==> src/rtl/pipeline_hazard_ctrl.sv <==
// Stall/flush sequencer for the 5-stage pipeline: load-use, multi-cycle mul, redirect.
// Ports: clock/reset; ID/EX hazard inputs; pipe stall/flush outputs, mul_busy, protocol_err, stall_cycles.
module pipeline_hazard_ctrl #(
    parameter int MUL_LATENCY = 4,
    parameter int RA_W        = 5
) (
    input  logic            clock,
    input  logic            reset,
    input  logic            id_valid,
    input  logic [RA_W-1:0] id_rs_addr,
    input  logic [RA_W-1:0] id_rt_addr,
    input  logic            id_uses_rs,
    input  logic            id_uses_rt,
    input  logic            ex_valid,
    input  logic            ex_mem_to_reg,
    input  logic [RA_W-1:0] ex_rd_addr,
    input  logic            ex_is_mul,
    input  logic            ex_redirect,
    output logic            pc_stall,
    output logic            if_id_stall,
    output logic            id_ex_stall,
    output logic            if_id_flush,
    output logic            id_ex_flush,
    output logic            ex_mem_flush,
    output logic            mul_busy,
    output logic            protocol_err,
    output logic [31:0]     stall_cycles
);

    localparam int CW = $clog2(MUL_LATENCY) + 1;
    localparam logic [CW-1:0] LAST = CW'(MUL_LATENCY - 1);
    localparam bit MUL_STALL = (MUL_LATENCY > 1);

    typedef enum logic {
        RUN,
        MUL_WAIT
    } state_t;

    state_t        state;
    state_t        state_nxt;
    logic [CW-1:0] mul_cnt;
    logic [CW-1:0] mul_cnt_nxt;
    logic          perr_set;
    logic          ld_hazard;
    logic          rs_hit;
    logic          rt_hit;

    assign rs_hit = id_uses_rs && (id_rs_addr == ex_rd_addr);
    assign rt_hit = id_uses_rt && (id_rt_addr == ex_rd_addr);
    assign ld_hazard = ex_valid && ex_mem_to_reg && id_valid
                     && (ex_rd_addr != '0) && (rs_hit || rt_hit);

    always_comb begin
        state_nxt    = state;
        mul_cnt_nxt  = mul_cnt;
        perr_set     = 1'b0;
        pc_stall     = 1'b0;
        if_id_stall  = 1'b0;
        id_ex_stall  = 1'b0;
        if_id_flush  = 1'b0;
        id_ex_flush  = 1'b0;
        ex_mem_flush = 1'b0;
        mul_busy     = (state == MUL_WAIT);
        case (state)
            RUN: begin
                if (MUL_STALL && ex_valid && ex_is_mul) begin
                    // Hold front end, bubble into MEM; a redirect here is illegal.
                    pc_stall     = 1'b1;
                    if_id_stall  = 1'b1;
                    id_ex_stall  = 1'b1;
                    ex_mem_flush = 1'b1;
                    mul_cnt_nxt  = CW'(1);
                    state_nxt    = MUL_WAIT;
                    perr_set     = ex_redirect;
                end else if (ex_redirect) begin
                    if_id_flush = 1'b1;
                    id_ex_flush = 1'b1;
                end else if (ld_hazard) begin
                    pc_stall    = 1'b1;
                    if_id_stall = 1'b1;
                    id_ex_flush = 1'b1;
                end
            end
            MUL_WAIT: begin
                if (mul_cnt == LAST) begin
                    // Multiply advances to MEM on this edge.
                    mul_cnt_nxt = '0;
                    state_nxt   = RUN;
                end else begin
                    pc_stall     = 1'b1;
                    if_id_stall  = 1'b1;
                    id_ex_stall  = 1'b1;
                    ex_mem_flush = 1'b1;
                    mul_cnt_nxt  = mul_cnt + CW'(1);
                end
            end
            default: begin
                state_nxt   = RUN;
                mul_cnt_nxt = '0;
            end
        endcase
        // Pipe registers clear themselves in reset; keep control quiet.
        if (reset) begin
            pc_stall     = 1'b0;
            if_id_stall  = 1'b0;
            id_ex_stall  = 1'b0;
            if_id_flush  = 1'b0;
            id_ex_flush  = 1'b0;
            ex_mem_flush = 1'b0;
            mul_busy     = 1'b0;
            perr_set     = 1'b0;
        end
    end

    always_ff @(posedge clock) begin
        if (reset) begin
            state        <= RUN;
            mul_cnt      <= '0;
            protocol_err <= 1'b0;
            stall_cycles <= '0;
        end else begin
            state   <= state_nxt;
            mul_cnt <= mul_cnt_nxt;
            if (perr_set) begin
                protocol_err <= 1'b1;
            end
            if (pc_stall) begin
                stall_cycles <= stall_cycles + 32'd1;
            end
        end
    end

endmodule

==> config.mk <==
export PLATFORM = sky130hd
export DESIGN_NAME = pipeline_hazard_ctrl
export DESIGN_NICKNAME = d
export VERILOG_FILES = /design/src/rtl/pipeline_hazard_ctrl.sv
export SDC_FILE = /design/constraint.sdc
export NUM_CORES = 1
export LEC_CHECK = 0
export ABC_AREA = 1
export BUFFER_PORTS_ARGS = -buffer_cell sky130_fd_sc_hd__buf_2
export CAP_MARGIN = 20
export CORE_MARGIN = 8
export CORE_UTILIZATION = 45
export CTS_CLUSTER_SIZE = 30
export DETAILED_ROUTE_END_ITERATION = 10
export GPL_TIMING_DRIVEN = 1
export HOLD_SLACK_MARGIN = 0.15
export PLACE_DENSITY_LB_ADDON = 0.12
export SLEW_MARGIN = 20
export SYNTH_ARGS = -nofsm -noshare
export SYNTH_HDL_FRONTEND = slang
export SYNTH_SLANG_ARGS = --single-unit
export TNS_END_PERCENT = 100
==> constraint.sdc <==
create_clock -name clock -period 1.6 [get_ports clock]
set_input_delay 0.08 -clock clock [delete_from_list [all_inputs] [get_ports clock]]
set_output_delay 0.08 -clock clock [all_outputs]
set_load 0.1 [all_outputs]
-- Word level (Yosys, flattened, before mapping)
Cells that the tools add are included.
- add/subtract/negate cells: 2
- eq/ne operators: 4
- multiplexer cells: 24
- bitwise operators: 1
- reduce and logical (&&, ||, !) cells: 9
- operator list (kind ; number):
    $add 32x1->32 const B ; 1
    $mux 1 ; 19
    $eq 5x5->1 ; 2
    $logic_and 1x1->1 ; 7
    $mux 3 ; 2
    $pmux 3 s2 ; 1
    $reduce_bool 5->1 ; 1
    $pmux 1 s2 ; 2
    $add 3x1->3 const B ; 1
    $eq 3x2->1 const B ; 1
    $ne 2x2->1 const B ; 1
    $logic_or 1x1->1 ; 1
    $not 1->1 ; 1
- register bits: 37
- input bits: 24
- output and inout port bits: 40

-- Depth between registers and ports, before layout
Gate-level depths: netlist of the first run.
- depth after elaboration: 9
- gate-level depth with buffers: 11
- mapped depth without buffers: 11

-- Worst setup path after synthesis of the first run
Ideal clock, no wire load.
- kind: flip-flop to output port
- from: reg mul_cnt[0]
- to: out pc_stall
- data arrival time: 2.993 ns
- path slack: -1.473 ns
- cell stages (with the launch flop): 9
- path buffers: 2
- path through: dfxtp_1 > ha_1 > nand2_1 > o21ai_1 > nor2_1 > inv_2 > nand2_2 > buf_6 > buf_4
- cells in the longest elaborated chain, start to end: 4
- ends and longest elaborated chain (element ; line ; RTL):
    start: declaration ; 41 ; logic [CW-1:0] mul_cnt;
    start signal: assignment ; 123 ; mul_cnt <= mul_cnt_nxt;
    $eq 3x2->1 ; 85 ; if (mul_cnt == LAST) begin
    $mux 1 ; - ;
    $pmux 1 s2 ; - ;
    $mux 1 ; - ;
    end: declaration ; 19 ; output logic pc_stall,
No other way between the ends.

-- Worst setup path in the final report of the first run
- from: reg mul_cnt[0]
- to: out if_id_stall
- cells in the longest elaborated chain, start to end: 4
- ends and longest elaborated chain (element ; line ; RTL):
    $eq 3x2->1 ; 85 ;
    $mux 1 ; 85 ;
    $pmux 1 s2 ; 64 ; case (state)
    $mux 1 ; 103 ; if (reset) begin
    end: declaration ; 20 ; output logic if_id_stall,
No other way between the ends.

==> results of run 1 <==
==> final cells by class <==
type                            count  area [um2]  share of cell area, %
Multi-Input combinational cell    336        1750                   47.6
Sequential cell                    37         790                   21.5
Timing Repair Buffer               95         778                   21.2
Inverter                           43         164                   4.46
Clock buffer                        7        96.3                   2.62
Tap cell                           72        90.1                   2.45
Clock inverter                      1        5.00                  0.136
==> path summary, 6_finish.rpt <==
check / startpoint / end / slack (ns) / cells past startpoint
max: mul_cnt[0] / if_id_stall / -0.10 / 8
min: reset / mul_cnt[1] / 0.20 / 3
max reg2reg: mul_cnt[0] / stall_cycles[1] / -0.02 / 10
min reg2reg: stall_cycles[22] / stall_cycles[22] / 0.51 / 2
==> sequential cells by signal, summed over array words and instances, names as in the netlist <==
name and flops:
mul_cnt 3, stall_cycles 32, protocol_err 1, state 1
==> cell families after synthesis <==
| logic type | count (synthesis) | share of synthesized area, % |
|---|---|---|
| AOI/OAI and AO/OA | 36 | 7.65 |
| DFF | 37 | 28.7 |
| and+or+nand+nor | 283 | 47.7 |
| adders and majority gates | 2 | 0.968 |
| buffers and inverters | 58 | 9.88 |
| xor gates and xnor gates | 15 | 5.08 |
==> per-stage QoR <==
step	total power [W]	cell area [um2]	hold WS, ns	utilization, %	std cells
finish	0.00213	3670	0.198	66.3	591
global route	0.00219	3670	0.203	66.3	591
CTS	0.00211	3450	0.186	62.3	582
detailed placement	0.00134	3220	0.356	58.1	563
global placement	0.00134	3220	0.356	58.1	563
floorplan	0.00124	2720	0.225	-	431
==> power breakdown <==
part           switching [W]  leakage, nW  internal (W)
sequential         0.0000149        0.316      0.000929
clock               0.000358       0.0542      0.000390
combinational       0.000278         1.28      0.000156
==> metal layers <==
layer	GRT usage, %	up-vias	part of all wire [%]
li1	-	1540	-
met1	25.0	1426	46
met2	31.2	91	46
met3	3.75	12	7.0
met4	7.11	0	1.7
met5	0	-	0
==> repair_timing <==
| action | in CTS | in global routing |
|---|---|---|
| endpoints found under the hold margin | 5 | 0 |
| gates resized for setup | 6 | 30 |
| hold buffers | 5 | 0 |
| setup buffers | 5 | 7 |
| gates cloned | 1 | 2 |
| endpoints found under the setup margin | 3 | 36 |
| pin swaps | 5 | 9 |
==> layout by cell type, fill, tap and decap left out, types with 8 or more instances in the layout <==
cell,netlist,final
a21oi_1,30,25
buf_12,0,9
buf_2,6,57
buf_4,2,18
dfxtp_2,0,30
inv_1,37,37
nand2_1,154,147
nand3_1,44,43
nand3b_1,8,8
nor2_1,51,43
xor2_1,11,11
==> critical path: cells and delay by family, from the launching register on <==
| family | cells | cell delay (ns) |
|---|---|---|
| adders and majority gates | 1 | 0.15 |
| DFF | 1 | 0.36 |
| and+or+nand+nor | 4 | 0.31 |
| AOI/OAI and AO/OA | 1 | 0.20 |
| buffers and inverters | 2 | 0.30 |
==> results.toml, run 1 <==
[clocking]
cts_sinks = 37
clk_pin_slew_worst_paths_ns = 0.07
h-tree-depth = 2
cts_buffers = 5
clockBufferDepth = 2
cts-root-buf = "clkbuf_8"
clk_latency_ns = 0.30
tritoncts = "done"

[synth]
yosysSeqAreaShare_pct = 28.7
synth.distinct_cells = 29
ys.flop_type = "dfxtp_1"
synth_edf_count = 0
yosysTopAreaCellShare_pct = 28.7
async_flop_share_pct = 0
synth_area_um2 = 2580
synth.area.top_cells = "dfxtp_1, nand2_1, nand3_1"
ys_seq_elements = 37
yosys.area.top_type = "dfxtp_1"
syn-num-nets = 457
syn_area_per_cell_um2 = 5.99
yosysWarnings = 0
yosysMostFrequentCell = "nand2_1"
synth_commonest_cells = "nand2_1, nor2_1, nand3_1"
synthesis.instances = 431

[placed_design]
dp_hpwl_mm = 5.88
gp_congestion = 0.916
post-place-ws_ns = 0.0264
portBuffers = 63

[worst_setup_path]
crit_top_cell = "nand2_4"
critPathKind = "reg2out"
path_max_fanout = 3
cp.required_ns = 1.52
cp_slowest_cell = "dfxtp_2"
cp_data_arrival_time_ns = 1.62
worstPathCellList = "ha_4 -> nand2_4 -> o21ai_4 -> nor2_2 -> nand3_2 -> nand2_4 -> buf_12 -> buf_16"
slowest_delay_ns = 0.36
crit_path_end_kind = "output pin"
startpoint_type = "register"

[timing]
relSlewSlack_pct = 66.7
hold_viol_final = 0
timing.final.crit_period_ns = 1.70
rsz0062_at_grt = "yes"
period_share_pct = 106
skew_ns = 0.00635
fin_setup_tns_ns = -0.255
setup_viol_count_final = 8
slew_viol_final = 0
worst_pin_slew_ns = 0.502
fmax_mhz = 587
setup_ws_ns = -0.103

[route]
wl_per_cell_um = 14.4
wl_mm = 8.54
final_antenna_net_count = 0
drt_iter0_drc = 283
viasPerCell = 5.19
vias = 3069
drc_errors = 0
first_pass_iters = 4

[run_status]
status = "finished, violations left"
failed_checks = "negative setup slack"

[cells_and_area]
nets = 544
layout-drive-gt1-share_pct = 34.5
fill_cells = 515
area_growth_pct = 42.2
diodes = 0

[die]
initial_core_util_pct = 46.6
fp.dieH_um = 91.8
ios = 64
die_w_um = 91.8
fp.coreArea_um2 = 5540
placementRows = 27
dieArea_um2 = 8420

[power]
power-per-cell-area_nw_per_um2 = 579
ir_drop_mv = 0.582
p_leak_nw = 1.65

[grt]
gr-total-overflow = 0
grt_pass1_vias = 2889
grt_max_degree = 33
grt_antenna_before_repair = 0
grt_first_pass_wirelength_mm = 13.5
grt.total_usage_pct = 19.4

[min_path]
hold_class = "in2reg"

[job]
maxCapViolCount = 0
Power figures use the tool's default switching activity.
==> run 2, diff against run 1 <==
--- a/config.mk
+++ b/config.mk
@@ -8,6 +8,7 @@
 export ABC_AREA = 1
 export BUFFER_PORTS_ARGS = -buffer_cell sky130_fd_sc_hd__buf_2
 export CAP_MARGIN = 20
+export CORE_ASPECT_RATIO = 1.25
 export CORE_MARGIN = 8
 export CORE_UTILIZATION = 45
 export CTS_CLUSTER_SIZE = 30
==> results.toml, run 2 (synthesis gave the netlist of run 1 again) <==
[run_status]
status = "finished, violations left"
failed_checks = "negative setup slack"

[cells_and_area]
regMostFlops = "stall_cycles"
mostFrequentLayoutCells = "nand2_1, buf_2, nand3_1"
layout-drive-gt1-share_pct = 34.2
largest_reg_flops = 32
diodes = 0
final_common_cell = "nand2_1"
final_cells = 586
top_regs = "stall_cycles (32), mul_cnt (3)"
nets = 545
fill_cells = 541
area_growth_pct = 41.4
final_cell_area_um2 = 3650

[grt]
grt_max_degree = 33
grt_antenna_before_repair = 0
grt_pass1_vias = 2947
grt_first_pass_wirelength_mm = 13.3
grt.total_usage_pct = 19.0
gr-total-overflow = 0

[worst_setup_path]
path_max_fanout = 4
cp_num_buf_inv = 2
startpoint_type = "register"
crit_path_end_kind = "output pin"
reg2reg_to = "stall_cycles[13]"
cp.required_ns = 1.52
worstPathCellList = "ha_4 -> nand2_4 -> o21ai_4 -> nor2_2 -> nand3_2 -> nand2_4 -> buf_12 -> buf_12"
r2r_setup_slack_ns = 0.02
cp_slowest_cell = "dfxtp_2"
cp_data_arrival_time_ns = 1.57
reg2reg_depth = 9
critPathKind = "reg2out"
slowest_delay_ns = 0.37
r2r-start = "mul_cnt[0]"
cp_top_family = "flip-flops"

[timing]
setup_ws_ns = -0.0500
setup_viol_count_final = 2
timing.final.crit_period_ns = 1.65
rsz0062_at_grt = "yes"
worst_pin_slew_ns = 0.499
skew_ns = 0.00763
hold_viol_final = 0
period_share_pct = 103
slew_viol_final = 0
relSlewSlack_pct = 67.0
fmax_mhz = 606

[route]
viasPerCell = 5.06
wl_per_cell_um = 14.0
drc_errors = 0
final_antenna_net_count = 0
wl_mm = 8.23
vias = 2967
drt_iter0_drc = 164
first_pass_iters = 4

[placed_design]
dp_hpwl_mm = 5.93
dpl_cell_area_um2 = 3230
post-place-ws_ns = 0.0357
placed_cells = 559
gp_congestion = 0.912
portBuffers = 63

[clocking]
clockBufferDepth = 2
clk_pin_slew_worst_paths_ns = 0.08
clk_latency_ns = 0.30
cts_sinks = 37
cts_buffers = 5
tritoncts = "done"
h-tree-depth = 2
cts-root-buf = "clkbuf_8"

[die]
ios = 64
die_w_um = 83.8
initial_core_util_pct = 45.6
fp.dieH_um = 101
dieArea_um2 = 8440
placementRows = 31
fp.coreArea_um2 = 5660

[power]
finalPower_w = 0.00204
ir_drop_mv = 0.427
p_leak_nw = 1.62
power-per-cell-area_nw_per_um2 = 559

[min_path]
min_from = "reset"
hold_end = "mul_cnt[1]"
hold_depth = 3
hold_class = "in2reg"

[job]
maxCapViolCount = 0
[run 2: changes by cell type in the layout (fill, tap and decap cells not counted), moves of 3 or more]
cell,change
a21oi_1,+3
a21oi_2,-3
nor3_1,-3
nor3_2,+3
nand2_1,+3
[run 2: worst min-delay path: stages]
cell    delay, ns
buf_2        0.11
inv_2        0.11
a32o_1       0.17
[run 2: report_power, final]
group	internal [W]	total (W)	switching, W
Clock	0.000302	0.000669	0.000367
Combinational	0.000157	0.000428	0.000271
Sequential	0.000929	0.000944	0.0000148
Total	0.00139	0.00204	0.000653
[run 2: worst max-delay path by stage]
| stage | startpoint | end | slack (ns) | cells after the start |
|---|---|---|---|---|
| after floorplan | mul_cnt[0] | pc_stall | -0.37 | 8 |
| after global placement | stall_cycles[0] | stall_cycles[16] | 0.06 | 8 |
| after detailed placement | mul_cnt[0] | stall_cycles[13] | 0.04 | 8 |
| after CTS | mul_cnt[1] | if_id_stall | -0.04 | 8 |
| after global routing | mul_cnt[0] | if_id_stall | -0.10 | 8 |
| final | mul_cnt[0] | pc_stall | -0.05 | 8 |
[run 2: cell type report]
type | instances | area, um2 | share of cell area [%]
repair buffers | 96 | 781 | 21.4
multi-input cells | 336 | 1750 | 47.9
well taps | 66 | 82.6 | 2.26
flip-flops and latches | 37 | 790 | 21.6
clock buffers | 5 | 68.8 | 1.88
inverters | 43 | 164 | 4.49
clock inverters | 3 | 16.3 | 0.445
[run 2: through the flow]
step	setup TNS (ns)	util (%)	hold slack, ns
floorplan	-7.77	-	0.225
global placement	0	57.0	0.352
detailed placement	0	57.0	0.361
CTS	-0.195	61.3	0.180
global route	-0.724	64.5	0.205
finish	-0.0998	64.5	0.189
[run 2: timing repair]
action,CTS,global route
hold endpoints to repair,5,0
buffers inserted,6,5
endpoints found under the setup margin,6,35
hold buffers,5,0
resized for setup,8,27
gates cloned,1,2
pin swaps,5,2
[run 2: routing by layer]
layer	track usage [%]	vias up	routed length (um)
met4	10.9	0	318
li1	-	1536	-
met3	5.50	22	566
met2	34.1	96	4100
met1	19.3	1313	3250
met5	0	-	0
==> run 3, diff against run 2 <==
==> constraint.sdc (replaced) <==
create_clock -name clock -period 1.6 [get_ports clock]
set_input_delay 0.32 -clock clock [delete_from_list [all_inputs] [get_ports clock]]
set_output_delay 0.32 -clock clock [all_outputs]
set_load 0.1 [all_outputs]
==> results.toml, run 3 (synthesis gave the netlist of run 1 again) <==
[timing]
fmax_mhz = 555
setup_viol_count_final = 13
worst_pin_slew_ns = 0.510
period_share_pct = 113
rsz0062_at_grt = "yes"
timing.final.crit_period_ns = 1.80
holdWs_ns = 0.299
setup_ws_ns = -0.201
relSlewSlack_pct = 66.2
slew_viol_final = 0
skew_ns = 0.00959
hold_viol_final = 0

[die]
initial_core_util_pct = 45.6
fp.coreArea_um2 = 5660
fp.dieH_um = 101
ios = 64
die_w_um = 83.8
dieArea_um2 = 8440
placementRows = 31

[clocking]
h-tree-depth = 2
clk_pin_slew_worst_paths_ns = 0.08
holdBufCountCts = 0
tritoncts = "done"
clk_latency_ns = 0.29
cts_buffers = 5
cts-root-buf = "clkbuf_8"
clockBufferDepth = 2
cts_sinks = 37

[cells_and_area]
largest_reg_flops = 32
diodes = 0
final_cells = 577
mostFrequentLayoutCells = "nand2_1, buf_2, nor2_1"
regMostFlops = "stall_cycles"
area_growth_pct = 39.0
final_cell_area_um2 = 3590
nets = 536
top_regs = "stall_cycles (32), mul_cnt (3)"
layout-drive-gt1-share_pct = 35.6
final_common_cell = "nand2_1"

[placed_design]
dpl_cell_area_um2 = 3250
dp_hpwl_mm = 6.11
gp_congestion = 0.951
portBuffers = 63
placed_cells = 564
post-place-ws_ns = -0.120

[run_status]
status = "finished, violations left"
failed_checks = "negative setup slack"

[route]
final_antenna_net_count = 0
first_pass_iters = 4
viasPerCell = 5.18
drc_errors = 0
drt_iter0_drc = 179
wl_mm = 8.10
vias = 2987
wl_per_cell_um = 14.0

[worst_setup_path]
slowest_delay_ns = 0.34
critPathKind = "reg2out"
startpoint_type = "register"
crit_path_end_kind = "output pin"
cp_slowest_cell = "dfxtp_2"
worstPathCellList = "ha_4 -> nand2_4 -> o21ai_4 -> nor2_2 -> nand3_2 -> nand2_4 -> buf_12"
crit_top_cell = "nand2_4"
path_max_fanout = 3
cp.required_ns = 1.28
cp_data_arrival_time_ns = 1.48
r2r_setup_slack_ns = -0.09

[grt]
grt_pass1_vias = 2960
grt_antenna_before_repair = 0
grt.total_usage_pct = 18.9
grt_max_degree = 33
grt_first_pass_wirelength_mm = 13.4
gr-total-overflow = 0

[power]
ir_drop_mv = 0.414
p_leak_nw = 1.57
power-per-cell-area_nw_per_um2 = 625
finalPower_w = 0.00224

[job]
maxCapViolCount = 0

[min_path]
hold_class = "in2reg"
==> run 3: timing repair <==
item / 4_1_cts / 5_1_grt
resized for setup: 17 / 35
gates cloned: 1 / 0
setup endpoints to repair: 24 / 38
buffers inserted: 4 / 0
pin swaps: 11 / 20
hold endpoints to repair: 0 / 0
==> run 3: cell type report <==
| class | instances | area [um2] |
|---|---|---|
| Multi-Input combinational cell | 336 | 1730 |
| Fill cell | 534 | 2070 |
| Clock buffer | 7 | 86.3 |
| Inverter | 43 | 169 |
| Tap cell | 66 | 82.6 |
| Clock inverter | 1 | 30.0 |
| Sequential cell | 37 | 787 |
| Timing Repair Buffer | 87 | 711 |
==> run 3: worst max-delay path: cells and delay by family (launching register included) <==
kind                       cells  cell delay [ns]
adders and majority gates      1             0.16
DFF                            1             0.34
buffers and inverters          1             0.18
AOI/OAI and AO/OA              1             0.07
and+or+nand+nor                4             0.42
==> run 3: final timing paths <==
check,startpoint,endpoint,depth (start not counted)
hold reg to reg,protocol_err,protocol_err,2
hold / removal,ex_redirect,protocol_err,3
setup / recovery,mul_cnt[1],pc_stall,7
setup reg to reg,mul_cnt[1],stall_cycles[21],10
==> run 3: routing by layer <==
metal	wire, um	part of all wire [%]	GRT usage [%]
met1	3190	39	19.5
met4	194	2.4	8.66
met5	0	0	0
met3	481	5.9	4.29
met2	4240	52	35.3
==> run 3: report_power, final <==
group | internal (W) | switching [W]
registers | 0.000931 | 0.0000131
clock network | 0.000509 | 0.000343
logic | 0.000168 | 0.000280
total | 0.00161 | 0.000636
==> run 3: stage by stage <==
step,util (%),setup TNS [ns]
detailed placement,57.4,-1.33
global route,63.4,-3.64
floorplan,-,-7.55
global placement,57.4,-0.500
CTS,61.5,-1.53
finish,63.4,-1.27
